**config.mk**
```make
export PLATFORM = sky130hd
export DESIGN_NAME = rv32_lsu
export DESIGN_NICKNAME = d
export VERILOG_FILES = /design/src/rtl/rv32_lsu.sv
export SDC_FILE = /design/constraint.sdc
export NUM_CORES = 1
export LEC_CHECK = 0
export CORE_MARGIN = 2
export CORE_UTILIZATION = 30
export CTS_BUF_LIST = sky130_fd_sc_hd__clkbuf_4
export DETAILED_ROUTE_END_ITERATION = 12
export HOLD_SLACK_MARGIN = 0.15
export PLACE_DENSITY = 0.55
export SLEW_MARGIN = 15
export SYNTH_ARGS = -nofsm -noshare
export SYNTH_HDL_FRONTEND = slang
export SYNTH_SLANG_ARGS = --single-unit
```
**constraint.sdc**
```tcl
create_clock -name clk -period 5.8 [get_ports clk]
set_input_delay 0.87 -clock clk [delete_from_list [all_inputs] [get_ports clk]]
set_output_delay 0.87 -clock clk [all_outputs]
set_load 0.03 [all_outputs]
```
**src/rtl/rv32_lsu.sv**
```systemverilog
// RV32 load/store unit in front of a single-read/single-write word BRAM.
// Loads are lane-extracted and extended; sub-word stores use read-modify-write.
module rv32_lsu #(
    parameter int DMEM_AW    = 12,
    parameter int MEM_RD_LAT = 1
) (
    input  logic               clk,
    input  logic               rst,
    input  logic               rv32_io_program,
    input  logic               req_valid,
    output logic               req_ready,
    input  logic               req_we,
    input  logic [2:0]         req_funct3,
    input  logic [31:0]        req_addr,
    input  logic [31:0]        req_wdata,
    output logic               resp_valid,
    output logic               resp_err,
    output logic [31:0]        resp_rdata,
    output logic               busy,
    output logic [DMEM_AW-1:0] mem_raddr,
    input  logic [31:0]        mem_rdata,
    output logic [DMEM_AW-1:0] mem_waddr,
    output logic [31:0]        mem_wdata,
    output logic               mem_wen,
    output logic [1:0]         dbg_state
);

    typedef enum logic [1:0] {IDLE, RD, WR, RESP} state_t;

    localparam logic [1:0] RD_CNT_INIT = 2'(MEM_RD_LAT - 1);

    state_t             state;
    logic [1:0]         cnt;
    logic               lat_we;
    logic [2:0]         lat_f3;
    logic [1:0]         lat_lane;
    logic [DMEM_AW-1:0] lat_word;
    logic [31:0]        lat_wdata;

    logic               accept;
    logic               req_err;
    logic [31:0]        shifted;
    logic [15:0]        half_sel;
    logic [31:0]        load_data;
    logic [31:0]        merge_data;

    // Handshake: a request transfers on a rising edge where req_valid and req_ready are both high;
    // req_ready is only offered in IDLE outside programming mode and reset.
    assign req_ready = (state == IDLE) & ~rv32_io_program & ~rst;
    assign accept    = req_valid & req_ready;
    assign busy      = (state != IDLE);
    assign dbg_state = state;

    always_comb begin
        req_err = 1'b0;
        if (req_funct3 == 3'b011 || req_funct3[2:1] == 2'b11)
            req_err = 1'b1;
        if (req_we && req_funct3[2])
            req_err = 1'b1;
        if (req_funct3[1:0] == 2'b01 && req_addr[0])
            req_err = 1'b1;
        if (req_funct3 == 3'b010 && req_addr[1:0] != 2'b00)
            req_err = 1'b1;
        if (req_addr[31:DMEM_AW+2] != '0)
            req_err = 1'b1;
    end

    always_comb begin
        shifted  = mem_rdata >> {lat_lane, 3'b000};
        half_sel = lat_lane[1] ? mem_rdata[31:16] : mem_rdata[15:0];
        case (lat_f3)
            3'b000:  load_data = {{24{shifted[7]}}, shifted[7:0]};
            3'b100:  load_data = {24'd0, shifted[7:0]};
            3'b001:  load_data = {{16{half_sel[15]}}, half_sel};
            3'b101:  load_data = {16'd0, half_sel};
            default: load_data = mem_rdata;
        endcase
    end

    // Only SB/SH ever merge; SW bypasses the read entirely.
    always_comb begin
        merge_data = mem_rdata;
        if (lat_f3[1:0] == 2'b00)
            merge_data[{lat_lane, 3'b000} +: 8] = lat_wdata[7:0];
        else
            merge_data[{lat_lane[1], 4'b0000} +: 16] = lat_wdata[15:0];
    end

    always_ff @(posedge clk or posedge rst) begin
        if (rst) begin
            state      <= IDLE;
            cnt        <= '0;
            lat_we     <= 1'b0;
            lat_f3     <= '0;
            lat_lane   <= '0;
            lat_word   <= '0;
            lat_wdata  <= '0;
            resp_valid <= 1'b0;
            resp_err   <= 1'b0;
            resp_rdata <= '0;
            mem_raddr  <= '0;
            mem_waddr  <= '0;
            mem_wdata  <= '0;
            mem_wen    <= 1'b0;
        end else begin
            resp_valid <= 1'b0;
            resp_err   <= 1'b0;
            resp_rdata <= '0;
            mem_wen    <= 1'b0;
            case (state)
                IDLE: begin
                    if (accept) begin
                        lat_we    <= req_we;
                        lat_f3    <= req_funct3;
                        lat_lane  <= req_addr[1:0];
                        lat_word  <= req_addr[DMEM_AW+1:2];
                        lat_wdata <= req_wdata;
                        if (req_err) begin
                            resp_valid <= 1'b1;
                            resp_err   <= 1'b1;
                            state      <= RESP;
                        end else if (req_we && req_funct3 == 3'b010) begin
                            mem_wen   <= 1'b1;
                            mem_waddr <= req_addr[DMEM_AW+1:2];
                            mem_wdata <= req_wdata;
                            state     <= WR;
                        end else begin
                            mem_raddr <= req_addr[DMEM_AW+1:2];
                            cnt       <= RD_CNT_INIT;
                            state     <= RD;
                        end
                    end
                end
                RD: begin
                    if (cnt != 2'd0) begin
                        cnt <= cnt - 2'd1;
                    end else if (lat_we) begin
                        mem_wen   <= 1'b1;
                        mem_waddr <= lat_word;
                        mem_wdata <= merge_data;
                        state     <= WR;
                    end else begin
                        resp_valid <= 1'b1;
                        resp_rdata <= load_data;
                        state      <= RESP;
                    end
                end
                WR: begin
                    resp_valid <= 1'b1;
                    state      <= RESP;
                end
                default: state <= IDLE;
            endcase
        end
    end

endmodule

```
After elaboration in Yosys (flattened, before gate mapping)
Index checks and enable logic that the tools add are counted.
Storage, ports and cells
  register bits after elaboration: 129
  memories: 0
  word-level logic and storage cells: 111
  memory bits (read-only): 0
  output and inout bits: 95
  bits in latches: 0
  bits of input ports: 104
  RAM bits: 0
Cells by class
  div/mod/pow operators: 0
  reduce and logical (&&, ||, !) cells: 18
  shift operators: 5
  equal/unequal tests: 16
  multiply operators: 0
  $add $sub $neg: 3
  bitwise logic cells: 7
  $lt $le $gt $ge: 0
  mux-type cells: 48
Operators by type and width (count)
  two-way mux 32 bit: 9
  case mux 32 bit (4 select lines): 1
  bitwise mux 32 bit: 2
  case mux 32 bit (2 select lines): 1
  two-way mux 12 bit: 5
  variable shift 16 x 7 -> 32 bit (first input constant): 1
  variable shift 8 x 7 -> 32 bit (first input constant): 1
  variable part select 16 x 7 -> 32 bit: 1
  variable part select 8 x 7 -> 32 bit: 1
  >> shifter 32 x 5 -> 8 bit: 1
  case mux 12 bit (2 select lines): 1
  nonzero test 18 bit: 1
  two-way mux 1 bit: 16
  two-way mux 16 bit: 1
  two-way mux 2 bit: 8
  negator 5 -> 7 bit: 2
  != test 2 bit (second input constant): 6
  nonzero test 2 bit: 4
  equality test 3 x 2 -> 1 bit (second input constant): 2
  equality test 3 bit (second input constant): 2
  case mux 2 bit (3 select lines): 1
  AND reduction 6 bit: 1
  AND reduction 5 bit: 1
  equality test 2 x 1 -> 1 bit (second input constant): 2
  other kinds (15): 26

Longest topological paths before layout
Gate-level depths: netlist (run 1).
  depth after elaboration: 10
  gate-level depth with buffers: 9
  gate-level depth less buffers: 7

Least setup slack after synthesis (run 1)
OpenSTA, ideal clock, no wires.
  path type: reg-to-reg
  from: register state[0], in the netlist dbg_state[0]
  to: register mem_raddr[0]
  clock period less this slack: 2.613 ns
  stages on the path, launching flop included: 8
  library setup time: 0.125 ns
  data arrival time: 2.489 ns
  path buffers: 1
  slack: 3.187 ns
  required time: 5.675 ns
  cell sequence: dfrtp_1 inv_1 ha_1 nor3b_2 nand2_1 nor4_4 buf_6 mux2_2
On the way
  word-level cells in the longest chain between the ends: 5
RTL lines
  start, declared: line 32  | state_t state;
  start signal, assigned: line 91  | state <= IDLE;
  start signal, assigned: line 121  | state <= RESP;
  start signal, assigned: line 126  | state <= WR;
  zero test 2 bit: line 49  | assign req_ready = (state == IDLE) & ~rv32_io_program & ~rst;
  AND 1 bit (2 in series): line 49
  named net req_ready: line 11  | output logic req_ready,
  AND 1 bit: line 50  | assign accept = req_valid & req_ready;
  AND reduction 4 bit (no line)
  end signal, assigned: line 128  | mem_raddr <= req_addr[DMEM_AW+1:2];
  end, declared: line 20  | output logic [DMEM_AW-1:0] mem_raddr,
The timed path passes the listed nets, and every way through them passes these cells.
A chain may end at the register's enable or synchronous reset.

Worst setup path after layout (run 1)
  from: register state[0], in the netlist dbg_state[0]
  to: output port req_ready
On the way
  word-level cells in the longest chain between the ends: 3
RTL lines (line)
  zero test 2 bit: 49
  AND 1 bit (2 in series): 49
  end, declared: 11
Every way passes these cells.

==> results of run 1 <==
## how the worst min path moves through the flow
| stage | startpoint | endpoint | slack, ns | cells past startpoint |
|---|---|---|---|---|
| floorplan | lat_word[0] | lat_word[0] | 0.44 | 2 |
| global route | lat_word[3] | lat_word[3] | 0.51 | 2 |
| global placement | lat_word[3] | lat_word[3] | 0.45 | 2 |
| detailed placement | lat_word[2] | lat_word[2] | 0.46 | 2 |
| CTS | lat_word[2] | lat_word[2] | 0.49 | 2 |
| finish | lat_word[3] | lat_word[3] | 0.48 | 2 |
## critical path: cells and delay by family, from the launching register on
kind                     cells  cell delay, ns
adder cells (fa/ha/maj)      1            0.30
buffers and inverters        2            0.82
flip-flops                   1            0.45
AND/OR/NAND/NOR              1            0.26
## logic make-up after synthesis
| kind of cell | synth area share [%] |
|---|---|
| compound gates | 14.8 |
| fa+ha+maj | 1.95 |
| buf+inv | 4.88 |
| flops | 50.3 |
| mux | 13.9 |
| simple gates | 14.2 |
## power groups by stage
stage	Combinational [uW]	Clock [uW]	Sequential (uW)
floorplan	1210	0	1940
global placement	2510	0	1550
detailed placement	2520	0	1560
CTS	2530	725	1540
global route	2720	766	1600
finish	2510	700	1540
## routing by layer
| layer | vias to the layer above | GRT usage [%] |
|---|---|---|
| met4 | 2 | 4.34 |
| met5 | - | 0 |
| met3 | 16 | 6.27 |
| met2 | 175 | 28.8 |
| met1 | 2598 | 24.6 |
| li1 | 2605 | - |
## flip-flops by register name, summed over array words and instances, names as in the netlist, 3 cells and up
signal      count
mem_waddr      12
mem_wdata      32
resp_rdata     32
lat_wdata      16
mem_raddr      12
lat_word       12
lat_f3          3
## metrics by stage
step	util, %	setup WS (ns)	hold WS, ns	area, um^2	total power, uW
4_1_cts	42.4	2.53	0.489	8920	4800
6_report	42.5	2.59	0.482	8930	4760
5_1_grt	42.5	2.36	0.509	8930	5090
2_1_floorplan	-	1.49	0.440	6410	3150
3_5_place_dp	40.9	2.26	0.458	8600	4080
3_3_place_gp	40.9	2.32	0.454	8600	4060
## Yosys cell counts, types with 2 or more instances
cell type	number
ha_1	10
o22ai_1	5
mux4_1	2
clkbuf_1	20
nor4_1	4
a31oi_1	17
a21o_1	6
inv_1	31
dfrtp_1	129
a32oi_1	2
or3_1	2
nor3_1	5
a211oi_1	3
nor3b_1	2
o21ai_0	14
a22oi_1	31
mux2_1	5
nor2_1	53
buf_6	7
mux2i_1	4
buf_2	7
a21oi_1	53
buf_1	2
nand2_1	127
mux2_2	66
a221o_1	2
or2_2	3
## cell type report
cell class | instances | area (um^2)
antenna | 2 | 5.00
sequential | 129 | 3230
fill | 2057 | 12100
clock buffer | 17 | 128
multi-input combinational | 443 | 2880
inverter | 31 | 119
tap | 275 | 344
clock inverter | 14 | 190
timing repair buffer | 205 | 2030
## layout by cell type, fill, tap and decap left out, types with 3 or more instances in the layout
master | netlist | routed
a211oi_1 | 3 | 3
o22ai_1 | 5 | 5
a21o_1 | 6 | 6
o21ai_0 | 14 | 14
or2_2 | 3 | 3
nand2_1 | 127 | 127
a22oi_1 | 31 | 31
nor2_1 | 53 | 53
bufinv_16 | 0 | 4
nor4_1 | 4 | 4
buf_4 | 0 | 7
clkbuf_4 | 0 | 17
mux2_2 | 66 | 66
clkinvlp_4 | 0 | 4
mux2_1 | 5 | 5
nor3_1 | 5 | 5
dfrtp_1 | 129 | 129
mux2i_1 | 4 | 4
a31oi_1 | 17 | 17
clkdlybuf4s50_1 | 0 | 198
a21oi_1 | 53 | 53
inv_1 | 31 | 30
ha_1 | 10 | 9
==> tab_implementation.tex, run 1 <==
\begin{tabular}{lr}
\hline
Metric & Value \\
\hline
\multicolumn{2}{l}{\textbf{Detailed routing}} \\
DR WL met2 & 9.16 mm \\
Detailed Route Iter0 Violations & 218 \\
Detailed-route wire length per cell & 18.2 um \\
Met1 layer wirelength in the final routing & 9.12 mm \\
Number of search-and-repair iterations in the first detailed-routing pass & 4 \\
DR DRC count & 0 \\
Routed wire length & 20.3 mm \\
Top layer reached by signal wires & met5 \\
Number of nets with antenna violations after detailed routing & 0 \\
Amount of wire on met3 after detailed routing & 1.74 mm \\
Number of vias per cell & 4.84 \\
Via count & 5396 \\
\multicolumn{2}{l}{\textbf{Timing}} \\
Transition at the pin with the smallest max-transition slack & 0.989 ns \\
Final critical-path share of the clock period & 55.4\% \\
Count of pins over their slew limit & 0 \\
Clock Skews & 0.0199 ns \\
Setup repair after global routing missed its margin & false \\
Worst relative slew slack & 33.6\% \\
Highest Clock Rate & 311 MHz \\
Final total negative setup slack & 0 ns \\
Final number of hold-violating endpoints & 0 \\
Final setup viols & 0 \\
Post-route minimum period & 3.21 ns \\
\multicolumn{2}{l}{\textbf{GRT}} \\
Number of global-route vias before repair & 5494 \\
Combined global-route utilization of all metal layers & 18.4\% \\
Antenna violations before repair & 2 \\
Pin count of the biggest net entering global routing & 83 \\
Wire length of the first global-routing pass & 31.4 mm \\
Total grt overflow & 0 \\
\multicolumn{2}{l}{\textbf{Critical path}} \\
Critical path fanouts, max & 7 \\
Critical path start-end classification & register to output pin \\
CP Cell Sequence & inv\_1 -> ha\_1 -> nor3b\_2 -> clkdlybuf4s50\_1 \\
Slowest stage cell on the critical path & clkdlybuf4s50\_1 \\
Crit path capture type & output pin \\
Crit path arrival time & 2.34 ns \\
Minimum setup slack among reg-to-reg paths & 2.75 ns \\
Number of cells on the worst reg-to-reg path & 7 \\
Capture point of the worst reg-to-reg path & mem\_wdata[20] \\
Critical path startpoint category & register \\
Worst reg2reg path startpoint & lat\_lane[1] \\
Required time of the worst setup path & 4.93 ns \\
Crit-path max cell delay & 0.72 ns \\
Beginning of the critical path & dbg\_state[0] \\
Worst setup endpoint & req\_ready \\
\multicolumn{2}{l}{\textbf{Pwr}} \\
Net switching power of the design & 2100 uW \\
VDD IR-drop max & 0.210 mV \\
Relative contribution of the clock network to total power & 14.7\% \\
Share of total power in combinational logic & 52.9\% \\
Power density of the placed cells & 533 nW/um\^{}2 \\
Share of power burned in registers & 32.4\% \\
Net switching fraction of the power & 44.1\% \\
Static leakage power & 0.00396 uW \\
Int Power & 2660 uW \\
\multicolumn{2}{l}{\textbf{Logic synthesis}} \\
Proportion of register bits with asynchronous set or reset after synthesis & 100\% \\
Sequential share of the synthesized area & 50.3\% \\
Most area-consuming cells after synthesis & dfrtp\_1, mux2\_2, nand2\_1 \\
Library cell occupying the most area in the post-synthesis netlist & dfrtp\_1 \\
Post-Synthesis Mean Instance Area & 10.0 um\^{}2 \\
Post-synthesis net count & 753 \\
Commonest register cell after synthesis & dfrtp\_1 \\
Combined area of all synthesized cells & 6410 um\^{}2 \\
Synth Warn \# & 0 \\
Number of enable flip-flop cells after synthesis & 0 \\
Yosys top cell area share & 50.3\% \\
Post-synthesis register bit count & 129 \\
Number of distinct library cells after synthesis & 54 \\
Synthesized netlist cell count & 639 \\
\multicolumn{2}{l}{\textbf{Floorplanning}} \\
Floorplan die area & 22600 um\^{}2 \\
Area inside the core boundary & 21000 um\^{}2 \\
Starting density of the core & 30.5\% \\
Die height & 150 um \\
Number of standard-cell rows in the floorplan & 53 \\
Width of the die & 150 um \\
I/O pin count & 199 \\
\multicolumn{2}{l}{\textbf{Clock tree}} \\
Number of resized instances in the post-cts repair step & 0 \\
Total clock buffers created by CTS & 17 \\
Worst-Skew Late Latency & 0.53 ns \\
CTS root buffer & clkbuf\_4 \\
Number of sinks driven by the clock tree & 129 \\
Count of hold buffers inserted by post-cts repair & 0 \\
Clock transition at the registers of the reported paths & 0.12 ns \\
Buffer depth of the longest clock path & 2 \\
Number of H-tree levels & 4 \\
Post-CTS setup buffers & 0 \\
CTS tree & yes \\
\multicolumn{2}{l}{\textbf{Cells and area}} \\
Layout cells sized above 1 & 14.3\% \\
Layout Nets & 941 \\
Area overhead of the layout relative to synthesis & 39.2\% \\
Final cell count without fillers & 1116 \\
\multicolumn{2}{l}{\textbf{Flow run}} \\
Max Cap Viol & 0 \\
\multicolumn{2}{l}{\textbf{Run status}} \\
Run status & complete, no violations \\
\multicolumn{2}{l}{\textbf{Place}} \\
Post-detailed-placement half-perimeter wirelength & 14.7 mm \\
Number of port buffers & 198 \\
Global placement routability congestion & 0.835 \\
Placed cells & 1083 \\
\multicolumn{2}{l}{\textbf{Worst hold path}} \\
Worst hold path class & register to register \\
\hline
\end{tabular}
(Power assumes the default switching activity.)
==> run 2, diff against run 1 <==
--- a/config.mk
+++ b/config.mk
@@ -10,7 +10,7 @@
 export CTS_BUF_LIST = sky130_fd_sc_hd__clkbuf_4
 export DETAILED_ROUTE_END_ITERATION = 12
 export HOLD_SLACK_MARGIN = 0.15
-export PLACE_DENSITY = 0.55
+export PLACE_DENSITY = 0.57
 export SLEW_MARGIN = 15
 export SYNTH_ARGS = -nofsm -noshare
 export SYNTH_HDL_FRONTEND = slang
==> constraint.sdc (replaced) <==
create_clock -name clk -period 2.6 [get_ports clk]
set_input_delay 0.39 -clock clk [delete_from_list [all_inputs] [get_ports clk]]
set_output_delay 0.39 -clock clk [all_outputs]
set_load 0.03 [all_outputs]
==> run 2 against run 1 <==
  * Largest power group unchanged
  * Die area did not move
  * Critical path depth did not move
  * Critical path type unchanged
  * Power rose by 120%
  * Clock skew fell by 0.0022 ns
  * Clock power rose by 100%
  * Global-route usage rose by 0.15 points
  * Cell area rose by 2.2%
  * Sequential cell count did not move
  * Hold slack got worse by 0.24 ns
  * Sequential share of layout area fell by 0.76 points
  * Final cell count rose by 2.0%
==> tab_implementation.tex, run 2 (same netlist as run 1, synthesis figures left out) <==
\begin{tabular}{lr}
\hline
Metric & Value \\
\hline
\multicolumn{2}{l}{\textbf{Run status}} \\
Run status & complete, no violations \\
\multicolumn{2}{l}{\textbf{GRT}} \\
Pin count of the biggest net entering global routing & 45 \\
Number of global-route vias before repair & 5746 \\
Combined global-route utilization of all metal layers & 18.5\% \\
Total grt overflow & 0 \\
Wire length of the first global-routing pass & 31.9 mm \\
Antenna violations before repair & 4 \\
\multicolumn{2}{l}{\textbf{Pwr}} \\
Static leakage power & 0.00410 uW \\
VDD IR-drop max & 0.424 mV \\
Power density of the placed cells & 1170 nW/um\^{}2 \\
Total Power & 10700 uW \\
\multicolumn{2}{l}{\textbf{Timing}} \\
Final number of hold-violating endpoints & 0 \\
Final critical-path share of the clock period & 92.1\% \\
Count of pins over their slew limit & 0 \\
Setup repair after global routing missed its margin & false \\
Final setup viols & 0 \\
Transition at the pin with the smallest max-transition slack & 0.658 ns \\
Final total negative setup slack & 0 ns \\
Post-route minimum period & 2.40 ns \\
Clock Skews & 0.0177 ns \\
Worst relative slew slack & 56.1\% \\
Highest Clock Rate & 417 MHz \\
\multicolumn{2}{l}{\textbf{Clock tree}} \\
CTS tree & yes \\
Total clock buffers created by CTS & 17 \\
Count of hold buffers inserted by post-cts repair & 0 \\
Clock transition at the registers of the reported paths & 0.13 ns \\
Buffer depth of the longest clock path & 2 \\
Number of sinks driven by the clock tree & 129 \\
CTS root buffer & clkbuf\_4 \\
Worst-Skew Late Latency & 0.57 ns \\
Number of H-tree levels & 4 \\
Post-CTS setup buffers & 0 \\
\multicolumn{2}{l}{\textbf{Floorplanning}} \\
Die height & 150 um \\
Floorplan die area & 22600 um\^{}2 \\
Width of the die & 150 um \\
I/O pin count & 199 \\
Number of standard-cell rows in the floorplan & 53 \\
Starting density of the core & 30.5\% \\
Area inside the core boundary & 21000 um\^{}2 \\
\multicolumn{2}{l}{\textbf{Critical path}} \\
Crit path capture type & output pin \\
Critical path fanouts, max & 5 \\
Crit path arrival time & 2.01 ns \\
Required time of the worst setup path & 2.21 ns \\
Critical path start-end classification & register to output pin \\
Critical path startpoint category & register \\
\multicolumn{2}{l}{\textbf{Cells and area}} \\
Largest registers ranked by flip-flop count & mem\_wdata: 32 flops, resp\_rdata: 32 flops, lat\_wdata: 16 flops \\
Layout cells sized above 1 & 16.5\% \\
Post-route core utilization & 43.4\% \\
Antenna fix cells & 0 \\
Most frequent cells in the layout & clkdlybuf4s50\_1, dfrtp\_1, nand2\_1 \\
Layout Nets & 964 \\
Final cell count without fillers & 1138 \\
Area overhead of the layout relative to synthesis & 42.2\% \\
Most common cell after layout, fill and taps aside & clkdlybuf4s50\_1 \\
\multicolumn{2}{l}{\textbf{Detailed routing}} \\
Via count & 5588 \\
DR DRC count & 0 \\
Detailed-route wire length per cell & 17.9 um \\
Routed wire length & 20.4 mm \\
Number of vias per cell & 4.91 \\
Detailed Route Iter0 Violations & 285 \\
Number of nets with antenna violations after detailed routing & 0 \\
Number of search-and-repair iterations in the first detailed-routing pass & 5 \\
\multicolumn{2}{l}{\textbf{Place}} \\
Post-detailed-placement half-perimeter wirelength & 15.5 mm \\
Placed cells & 1106 \\
Global placement routability congestion & 0.854 \\
Number of port buffers & 198 \\
\multicolumn{2}{l}{\textbf{Worst hold path}} \\
Worst hold path class & input port to async pin \\
\multicolumn{2}{l}{\textbf{Flow run}} \\
Max Cap Viol & 0 \\
\hline
\end{tabular}
## run 2: cell count changes in the layout (fill, tap and decap cells not counted), moves of 2 or more
cell / delta
buf_4: +19
buf_12: +4
bufinv_16: -2
clkdlybuf4s50_1: -2
clkinv_4: +2
diode_2: -2
inv_6: +2
## run 2: timing repair
item                       CTS  global route
gates resized for setup      1             1
setup endpoints to repair    1             1
hold endpoints to repair     0             0
## run 2: worst paths after layout
path	start	slack, ns	end	cells after the start
max	dbg_state[1]	0.20	req_ready	4
min	rst	0.24	mem_raddr[7]	2
max reg2reg	lat_lane[0]	0.32	mem_wdata[27]	6
min reg2reg	lat_word[3]	0.48	lat_word[3]	2
max in group asynchronous	rst	1.79	mem_wdata[24]	3
min in group clk	req_wdata[7]	0.36	lat_wdata[7]	3
## run 2: worst max-delay path: stages (launching register included)
cell and delay (ns):
dfrtp_1 0.46, inv_1 0.12, ha_1 0.21, nor3b_4 0.22, dlygate4sd2_1 0.42
## run 2: per-layer routing
metal / GRT usage, % / up-vias / share of wire (%)
met5: 0 / - / 0.13
met4: 6.18 / 4 / 1.9
met3: 6.33 / 27 / 8.5
met1: 24.1 / 2694 / 43
li1: - / 2664 / -
met2: 29.1 / 199 / 46
## run 2: final cells by class
cell class / instances / area (um^2)
clock buffers: 17 / 128
multi-input cells: 443 / 2880
inverters: 31 / 120
fillers: 2073 / 11900
clock inverters: 15 / 160
well taps: 275 / 344
repair buffers: 228 / 2260
flip-flops and latches: 129 / 3230
## run 2: per-stage QoR
stage	worst slack, ns	cell area, um^2	hold WS [ns]
2_1_floorplan	0.133	6420	0.440
6_report	0.204	9120	0.245
3_3_place_gp	0.115	8830	0.454
4_1_cts	0.0103	9120	0.220
3_5_place_dp	0.0942	8830	0.462
5_1_grt	0.0861	9120	0.245
## run 2: report_power, final
part / leakage (uW) / internal (uW) / switching (uW)
clock: 0.000150 / 581 / 841
sequential: 0.00164 / 2810 / 527
combinational: 0.00231 / 2500 / 3410
==> run 3, diff against run 2 <==
--- a/config.mk
+++ b/config.mk
@@ -5,6 +5,8 @@
 export SDC_FILE = /design/constraint.sdc
 export NUM_CORES = 1
 export LEC_CHECK = 0
+export ABC_CLOCK_PERIOD_IN_PS = 2600
+export CORE_ASPECT_RATIO = 1.5
 export CORE_MARGIN = 2
 export CORE_UTILIZATION = 30
 export CTS_BUF_LIST = sky130_fd_sc_hd__clkbuf_4
==> constraint.sdc (replaced) <==
create_clock -name clk -period 2.6 [get_ports clk]
set_input_delay 0.39 -clock clk [delete_from_list [all_inputs] [get_ports clk]]
set_output_delay 0.39 -clock clk [all_outputs]
set_load 0.1 [all_outputs]
==> run 3 against run 2 <==
  * Sequential share of layout area is 0.61 points higher
  * Final cell count fell by 0.53%
  * Wire length rose by 3.0%
==> tab_implementation.tex, run 3 (same netlist as run 1, synthesis figures left out) <==
\begin{tabular}{lr}
\hline
Metric & Value \\
\hline
\multicolumn{2}{l}{\textbf{Run status}} \\
Run status & complete, no violations \\
\multicolumn{2}{l}{\textbf{Critical path}} \\
Required time of the worst setup path & 3.06 ns \\
Critical path start-end classification & register to register \\
CP Cell Sequence & inv\_1 -> ha\_1 -> nor3b\_1 -> a31o\_2 -> a22oi\_1 -> a21oi\_1 -> mux2\_4 \\
Beginning of the critical path & lat\_lane[1] \\
Capture point of the worst reg-to-reg path & mem\_wdata[23] \\
Minimum setup slack among reg-to-reg paths & 0.36 ns \\
Crit path capture type & register \\
Crit path arrival time & 2.69 ns \\
Number of cells on the worst reg-to-reg path & 7 \\
Critical path fanouts, max & 8 \\
Worst reg2reg path startpoint & lat\_lane[1] \\
Worst setup endpoint & mem\_wdata[23] \\
Crit-path max cell delay & 0.39 ns \\
Slowest stage cell on the critical path & dfrtp\_1 \\
Critical path startpoint category & register \\
\multicolumn{2}{l}{\textbf{Detailed routing}} \\
Number of vias per cell & 4.92 \\
Via count & 5572 \\
Detailed Route Iter0 Violations & 410 \\
DR DRC count & 0 \\
Routed wire length & 21.0 mm \\
Number of search-and-repair iterations in the first detailed-routing pass & 5 \\
Number of nets with antenna violations after detailed routing & 0 \\
Detailed-route wire length per cell & 18.5 um \\
\multicolumn{2}{l}{\textbf{Floorplanning}} \\
I/O pin count & 199 \\
Starting density of the core & 30.6\% \\
Width of the die & 123 um \\
Die height & 183 um \\
Number of standard-cell rows in the floorplan & 65 \\
Area inside the core boundary & 21000 um\^{}2 \\
Floorplan die area & 22600 um\^{}2 \\
\multicolumn{2}{l}{\textbf{GRT}} \\
Pin count of the biggest net entering global routing & 68 \\
Combined global-route utilization of all metal layers & 18.9\% \\
Number of global-route vias before repair & 5594 \\
Wire length of the first global-routing pass & 31.9 mm \\
Total grt overflow & 0 \\
Antenna violations before repair & 1 \\
\multicolumn{2}{l}{\textbf{Timing}} \\
Final critical-path share of the clock period & 86.0\% \\
Worst path setup slack after routing & 0.364 ns \\
Final setup viols & 0 \\
Count of pins over their slew limit & 0 \\
Transition at the pin with the smallest max-transition slack & 0.649 ns \\
Worst Hold Margin & 0.289 ns \\
Clock Skews & 0.0192 ns \\
Worst relative slew slack & 56.7\% \\
Final total negative setup slack & 0 ns \\
Final number of hold-violating endpoints & 0 \\
Highest Clock Rate & 447 MHz \\
Post-route minimum period & 2.24 ns \\
Setup repair after global routing missed its margin & false \\
\multicolumn{2}{l}{\textbf{Clock tree}} \\
Total clock buffers created by CTS & 17 \\
Number of H-tree levels & 4 \\
CTS root buffer & clkbuf\_4 \\
Post-CTS setup buffers & 0 \\
Buffer depth of the longest clock path & 2 \\
Number of sinks driven by the clock tree & 129 \\
Number of resized instances in the post-cts repair step & 0 \\
Clock transition at the registers of the reported paths & 0.13 ns \\
CTS tree & yes \\
Worst-Skew Late Latency & 0.56 ns \\
Count of hold buffers inserted by post-cts repair & 0 \\
\multicolumn{2}{l}{\textbf{Cells and area}} \\
Largest registers ranked by flip-flop count & mem\_wdata: 32 flops, resp\_rdata: 32 flops, lat\_wdata: 16 flops \\
Most frequent cells in the layout & dfrtp\_1, nand2\_1, buf\_4 \\
Layout Nets & 963 \\
Layout cells sized above 1 & 29.0\% \\
Area overhead of the layout relative to synthesis & 39.9\% \\
Most common cell after layout, fill and taps aside & dfrtp\_1 \\
\multicolumn{2}{l}{\textbf{Worst hold path}} \\
Worst hold path class & input port to async pin \\
\multicolumn{2}{l}{\textbf{Place}} \\
Worst slack at placement & 0.0918 ns \\
Global placement routability congestion & 0.831 \\
Post-detailed-placement half-perimeter wirelength & 15.9 mm \\
Number of port buffers & 198 \\
\multicolumn{2}{l}{\textbf{Flow run}} \\
Max Cap Viol & 0 \\
\hline
\end{tabular}
[run 3: changes by cell type in the layout (fill, tap and decap cells not counted), sizes merged]
cell	change
inv	-3
dlymetal6s2s	-1
clkbuf	+2
clkdlybuf4s50	-93
clkinv	-3
dlygate4sd2	-1
buf	+94
diode	+2
bufinv	+2
clkinvlp	+2
[run 3: worst min path at each step]
stage | from | endpoint | slack [ns] | cells after the start
final | rst | resp_err | 0.29 | 2
after global routing | rst | resp_rdata[15] | 0.28 | 2
after CTS | rst | resp_err | 0.25 | 2
after detailed placement | lat_word[7] | lat_word[7] | 0.46 | 2
after global placement | lat_word[10] | lat_word[10] | 0.45 | 2
after floorplan | lat_word[10] | lat_word[10] | 0.44 | 2
[run 3: cell type report]
type	instances	area, um^2
Multi-Input combinational cell	443	2920
Antenna cell	2	5.00
Clock buffer	19	143
Clock inverter	13	186
Inverter	31	120
Fill cell	2073	12000
Timing Repair Buffer	227	2040
Sequential cell	129	3230
Tap cell	268	335
[run 3: layer usage]
| layer | up-vias | wire length [um] | track usage [%] |
|---|---|---|---|
| met4 | 0 | 506 | 7.05 |
| met3 | 34 | 1580 | 4.94 |
| met1 | 2669 | 8180 | 22.0 |
| met2 | 214 | 10700 | 32.9 |
| met5 | - | 0 | 0 |
| li1 | 2655 | - | - |
[run 3: worst max-delay path: cells and delay by family, from the launching register on]
kind,cells,cell delay (ns)
compound gates,3,0.83
flops,1,0.39
fa+ha+maj,1,0.31
mux,1,0.30
simple gates,1,0.17
buf+inv,1,0.15
[run 3: metrics by stage]
stage | utilization (%) | instances | instance area, um^2
2_1_floorplan | - | 639 | 6480
3_3_place_gp | 41.2 | 1098 | 8640
3_5_place_dp | 41.2 | 1098 | 8640
4_1_cts | 42.7 | 1130 | 8970
5_1_grt | 42.8 | 1131 | 8970
6_report | 42.8 | 1132 | 8970
Power of run 3 is not shown: default switching activity piles up to over one toggle a cycle in this logic, so the estimate is an artifact.
